<file path="src/rtl/encode42_stream_if.sv">
// rtl/encode42_stream_if.sv - input word stream and encoded result stream of encode42_stream
interface encode42_stream_if;
  logic [3:0] in;
  logic       in_valid;
  logic       in_ready;
  logic [1:0] out;
  logic       out_err;
  logic       out_valid;
  logic       out_ready;

  modport master (
    output in, in_valid, out_ready,
    input  in_ready, out, out_err, out_valid
  );

  modport slave (
    input  in, in_valid, out_ready,
    output in_ready, out, out_err, out_valid
  );
endinterface

</file>
<file path="src/rtl/encode42_stream.sv">
// rtl/encode42_stream.sv - registered 4-to-2 one-hot encoder with 2-entry result FIFO
// Optional macro ENCODE42_PRIORITY_EN: multi-hot words encode their highest set bit.
module encode42_stream #(
  parameter int ERR_W = 8
) (
  input  logic             clk,
  input  logic             rst,
  encode42_stream_if.slave stream,
  input  logic             clr_err,
  output logic [ERR_W-1:0] err_count
);

  typedef enum logic [1:0] {
    EMPTY = 2'd0,
    ONE   = 2'd1,
    FULL  = 2'd2
  } state_t;

  localparam logic [ERR_W-1:0] ERR_MAX = '1;

  state_t     state;
  state_t     state_next;
  logic [2:0] mem [2];
  logic       wr_ptr;
  logic       rd_ptr;
  logic       accept;
  logic       pop;
  logic [1:0] enc_out;
  logic       enc_err;

  assign accept = stream.in_valid && stream.in_ready;
  assign pop    = stream.out_valid && stream.out_ready;

  always_comb begin
    enc_out = 2'b00;
    enc_err = 1'b0;
`ifdef ENCODE42_PRIORITY_EN
    if (stream.in[3])       enc_out = 2'b11;
    else if (stream.in[2])  enc_out = 2'b10;
    else if (stream.in[1])  enc_out = 2'b01;
    else if (!stream.in[0]) enc_err = 1'b1;
`else
    case (stream.in)
      4'b0001: enc_out = 2'b00;
      4'b0010: enc_out = 2'b01;
      4'b0100: enc_out = 2'b10;
      4'b1000: enc_out = 2'b11;
      default: enc_err = 1'b1;
    endcase
`endif
  end

  always_ff @(posedge clk) begin
    if (rst) state <= EMPTY;
    else     state <= state_next;
  end

  // Accept is impossible in FULL, so only the pop edge leaves it.
  always_comb begin
    state_next = state;
    case (state)
      EMPTY: if (accept) state_next = ONE;
      ONE: begin
        if (accept && !pop)      state_next = FULL;
        else if (pop && !accept) state_next = EMPTY;
      end
      FULL:    if (pop) state_next = ONE;
      default: state_next = EMPTY;
    endcase
  end

  always_comb begin
    stream.in_ready  = (state != FULL) && !rst;
    stream.out_valid = (state != EMPTY);
    stream.out       = 2'b00;
    stream.out_err   = 1'b0;
    if (stream.out_valid) {stream.out, stream.out_err} = mem[rd_ptr];
  end

  always_ff @(posedge clk) begin
    if (rst) begin
      mem[0] <= 3'b000;
      mem[1] <= 3'b000;
      wr_ptr <= 1'b0;
      rd_ptr <= 1'b0;
    end else begin
      if (accept) begin
        mem[wr_ptr] <= {enc_out, enc_err};
        wr_ptr      <= ~wr_ptr;
      end
      if (pop) rd_ptr <= ~rd_ptr;
    end
  end

  always_ff @(posedge clk) begin
    if (rst || clr_err)
      err_count <= '0;
    else if (accept && enc_err && err_count != ERR_MAX)
      err_count <= err_count + ERR_W'(1);
  end

endmodule
</file>
<file path="src/flat_wrapper.sv">
// flat-port wrapper written by rule: the top's interface ports become plain ports
module encode42_stream_flat 
#(
  parameter int ERR_W = 8
)
  (clk, rst, clr_err, err_count, stream_in, stream_in_valid, stream_out_ready, stream_in_ready, stream_out, stream_out_err, stream_out_valid);
  encode42_stream_if stream_i ();
  input  logic clk;
  input  logic rst;
  input  logic clr_err;
  output logic [ERR_W-1:0] err_count;
  input wire logic [$bits(stream_i.in)-1:0] stream_in;
  input wire logic [$bits(stream_i.in_valid)-1:0] stream_in_valid;
  input wire logic [$bits(stream_i.out_ready)-1:0] stream_out_ready;
  output wire logic [$bits(stream_i.in_ready)-1:0] stream_in_ready;
  output wire logic [$bits(stream_i.out)-1:0] stream_out;
  output wire logic [$bits(stream_i.out_err)-1:0] stream_out_err;
  output wire logic [$bits(stream_i.out_valid)-1:0] stream_out_valid;
  assign stream_i.in = stream_in;
  assign stream_i.in_valid = stream_in_valid;
  assign stream_i.out_ready = stream_out_ready;
  assign stream_in_ready = stream_i.in_ready;
  assign stream_out = stream_i.out;
  assign stream_out_err = stream_i.out_err;
  assign stream_out_valid = stream_i.out_valid;
  encode42_stream #(.ERR_W(ERR_W)) u_core (.clk(clk), .rst(rst), .stream(stream_i), .clr_err(clr_err), .err_count(err_count));
endmodule
</file>
<file path="config.mk">
export PLATFORM = sky130hd
export DESIGN_NAME = encode42_stream_flat
export DESIGN_NICKNAME = d
export VERILOG_FILES = /design/src/rtl/encode42_stream_if.sv /design/src/rtl/encode42_stream.sv /design/src/flat_wrapper.sv
export SDC_FILE = /design/constraint.sdc
export NUM_CORES = 1
export LEC_CHECK = 0
export BUFFER_PORTS_ARGS = -buffer_cell sky130_fd_sc_hd__buf_2
export CORE_ASPECT_RATIO = 0.5
export CORE_MARGIN = 3
export CORE_UTILIZATION = 23
export CTS_CLUSTER_SIZE = 40
export DETAILED_ROUTE_END_ITERATION = 8
export PLACE_DENSITY_LB_ADDON = 0.1
export SLEW_MARGIN = 20
export SYNTH_ARGS = -nofsm -noshare
export SYNTH_HDL_FRONTEND = slang
export SYNTH_SLANG_ARGS = --single-unit
</file>
<file path="constraint.sdc">
create_clock -name clk -period 2.6 [get_ports clk]
set_clock_uncertainty 0.05 [all_clocks]
set_input_delay 0.13 -clock clk [delete_from_list [all_inputs] [get_ports clk]]
set_output_delay 0.13 -clock clk [all_outputs]
set_load 0.03 [all_outputs]
</file>
==> impl_metrics.csv <==
group,metric,value,unit
power_and_ir_drop,power.ir.vdd_worst,0.0001322,V
placed_design,io_buffer_count,21,
global_routing,gr-usage-all-layers,8.318,%
worst_setup_path,cp.required,2.74,ns
worst_setup_path,setup.worst_path.class,"reg2reg",
placed_design,gp_routability_congestion,0.6568,
yosys,synth_top_flop_cell,"dfxtp_1",
floorplanning,core,3679,um2
sta,hold_violations,0,
floorplanning,full_die_area,4941,um2
sta,timing_max_transition_violations_final,0,
yosys,syn_area_per_cell,9.504,um2
yosys,post_synth_inst_count,99,
clocking,cts-resized-gates,0,
floorplanning,initial_core_util,25.58,%
worst_setup_path,critical_path.slowest_cell,"or3_1",
clocking,cts_made_buffers,3,
cells_and_area,nFillCells,412,
sta,finalSetupViolCount,0,
detailed_routing,drc,0,
worst_setup_path,critPathCaptureType,"flop",
yosys,synth-async-reset-ratio,0,%
run_status,result_of_the_run,"completed",
clocking,postCtsSetupRepairBufs,0,
yosys,synth-seq-cells,19,
worst_setup_path,startpoint_type,"flop",
clocking,hold_buffers,0,
detailed_routing,avgViaCountPerCell,4.314,
placed_design,detailedPlace.worstSlack,0.6536,ns
floorplanning,placement_rows,15,
floorplanning,die_height,51.23,um
detailed_routing,drt_wl_cell,10.78,um
clocking,clock_tree.htree_level_count,1,
sta,highest_clock_rate,0.5098,GHz
yosys,yosys_warnings,0,
placed_design,dp_hpwl,1451,um
detailed_routing,firstDrtPassIters,3,
detailed_routing,vias,742,
floorplanning,ios,22,
power_and_ir_drop,p_leak,0.4257,nW
global_routing,grt_first_pass_wirelength,3042,um
cells_and_area,drive_above_1_share,23.97,%
sta,transition_time_at_the_pin_with_the_least_slew_margin,0.5277,ns
clocking,largest_buffer_count_on_any_clock_path,2,
clocking,clock_slew_seen_by_the_registers_of_the_worst_setup_and_hold_paths,0.07,ns
cells_and_area,net_count_final,132,
sta,final.setup.worst_slack,0.6383,ns
detailed_routing,total_wirelength_of_the_detailed_routed_design,1855,um
clocking,clk-insertion-delay-late,0.26,ns
global_routing,globalRoute.totalOverflow,0,
sta,post-route-period-util,75.45,%
sta,grt_setup_unrepaired,"false",
power_and_ir_drop,cellPowerDensity,538.7,nW/um2
sta,slew_headroom,64.76,%
yosys,syn_area,940.9,um2
sta,setup-tns-final,0,ns
worst_setup_path,critical_path_peak_fanout,11,
clocking,tritoncts_clock_tree,"yes",
global_routing,first_global_vias,664,
worst_setup_path,worst_ep_arrival_time,2.10,ns
floorplanning,die_x,96.46,um
yosys,synth_edf_count,6,
clocking,tritoncts_num_sinks,19,
global_routing,initial_antenna_violation_count,0,
detailed_routing,ant_nets,0,
hold_path,worst_min_delay_path_class,"in2reg",
yosys,synth_cell_types,35,
yosys,synth.net_count,109,
worst_setup_path,cp_slowest_stage_delay,0.48,ns
global_routing,grt_start_max_net_pins,12,
clocking,clock-root-buffer,"clkbuf_8",
cells_and_area,insertedDiodeCount,0,
sta,post_route_minimum_period,1.962,ns
detailed_routing,first_iter_violations,15,
worst_setup_path,cp_cell_sequence,"nand2b_1 > nand3b_1 > buf_4 > or3_1 > or4_1 > a21oi_1",
run,drv.max_cap_violation_count,0,
yosys,seq_area_frac_synth,46.81,%
cells_and_area,area.growth.synth_to_final,21.81,%
-- through the flow --
| stage | cells | util [%] | power [mW] | hold WS, ns | cell area (um2) |
|---|---|---|---|---|---|
| 5_1_grt | 172 | 31.16 | 0.6519 | 0.04070 | 1146 |
| 4_1_cts | 172 | 31.16 | 0.6287 | 0.04365 | 1146 |
| 2_1_floorplan | 99 | - | 0.3918 | 0.1528 | 940.9 |
| 3_3_place_gp | 168 | 29.93 | 0.4197 | 0.3205 | 1101 |
| 6_report | 172 | 31.16 | 0.6175 | 0.04253 | 1146 |
| 3_5_place_dp | 168 | 29.93 | 0.4193 | 0.3207 | 1101 |
-- synth_stat cells, drive strengths merged (3+ instances only) --
library cell / instances / area [um2]
xnor2: 7 / 68.82
nor3: 7 / 35.03
nor4: 3 / 18.77
a21oi: 3 / 15.01
nand2: 6 / 22.52
nor2: 16 / 60.06
edfxtp: 6 / 180.2
inv: 3 / 11.26
dfxtp: 13 / 260.3
mux2i: 5 / 50.05
-- path summary, 6_finish.rpt --
check | startpoint | end | slack (ns) | cells after the start
hold reg to reg | u_core.err_count[6] | u_core.err_count[6] | 0.45 | 2
setup / recovery | u_core.state[0] | u_core.err_count[6] | 0.64 | 6
hold / removal | stream_out_ready | u_core.state[1] | 0.04 | 2
setup reg to reg | u_core.state[0] | u_core.err_count[6] | 0.64 | 6
-- power breakdown --
group,internal [mW],switching (mW),total [mW]
sequential,0.319,0.00807,0.327
clock,0.109,0.0979,0.207
combinational,0.0322,0.0513,0.0835
total,0.460,0.157,0.617
-- per-layer routing --
layer	vias to the layer above	wire [um]	share of wire, %	track usage [%]
met5	-	0	0	0
met4	0	23	1.2	2.791
met3	2	86	4.6	3.676
met2	13	779	42	11.99
met1	333	966	52	11.02
li1	394	-	-	-
-- critical path, delay by kind of cell, from the launching register on --
| family | cells | cell delay (ns) |
|---|---|---|
| AOI/OAI and AO/OA | 1 | 0.15 |
| buffers and inverters | 1 | 0.17 |
| DFF | 1 | 0.38 |
| and+or+nand+nor | 4 | 1.15 |
-- registers in the layout, indices dropped and copies added (netlist names), named ones only --
signal and flops:
u_core.state 2, u_core.err_count 8, u_core.wr_ptr 1, u_core.rd_ptr 1, u_core.mem 6
-- cell families after synthesis --
group | after synthesis | share of synthesized area (%)
AOI/OAI and AO/OA | 11 | 8.910
xor gates and xnor gates | 9 | 9.176
adders and majority gates | 1 | 1.330
buffers and inverters | 7 | 2.925
DFF | 19 | 46.81
muxes | 5 | 5.319
and+or+nand+nor | 47 | 25.53
-- cells in the final DEF (no fill, tap or decap), drive strengths merged, types with 3 or more instances in the layout --
| cell type | count |
|---|---|
| nor4 | 3 |
| buf | 22 |
| clkbuf | 4 |
| nor2 | 16 |
| nand2 | 6 |
| nor3 | 7 |
| mux2i | 5 |
| inv | 3 |
| xnor2 | 7 |
| dfxtp | 13 |
| edfxtp | 6 |
| a21oi | 3 |
-- layout make-up --
cell class                 count  area (um2)  area share (%)
inverter                       3       11.26          0.9825
clock buffer                   4       45.04           3.930
sequential                    19       440.4           38.43
timing repair buffer          22       112.6           9.825
tap                           51       63.81           5.568
multi-input combinational     73       473.0           41.27
No activity file was read; power rests on OpenSTA's default activity.
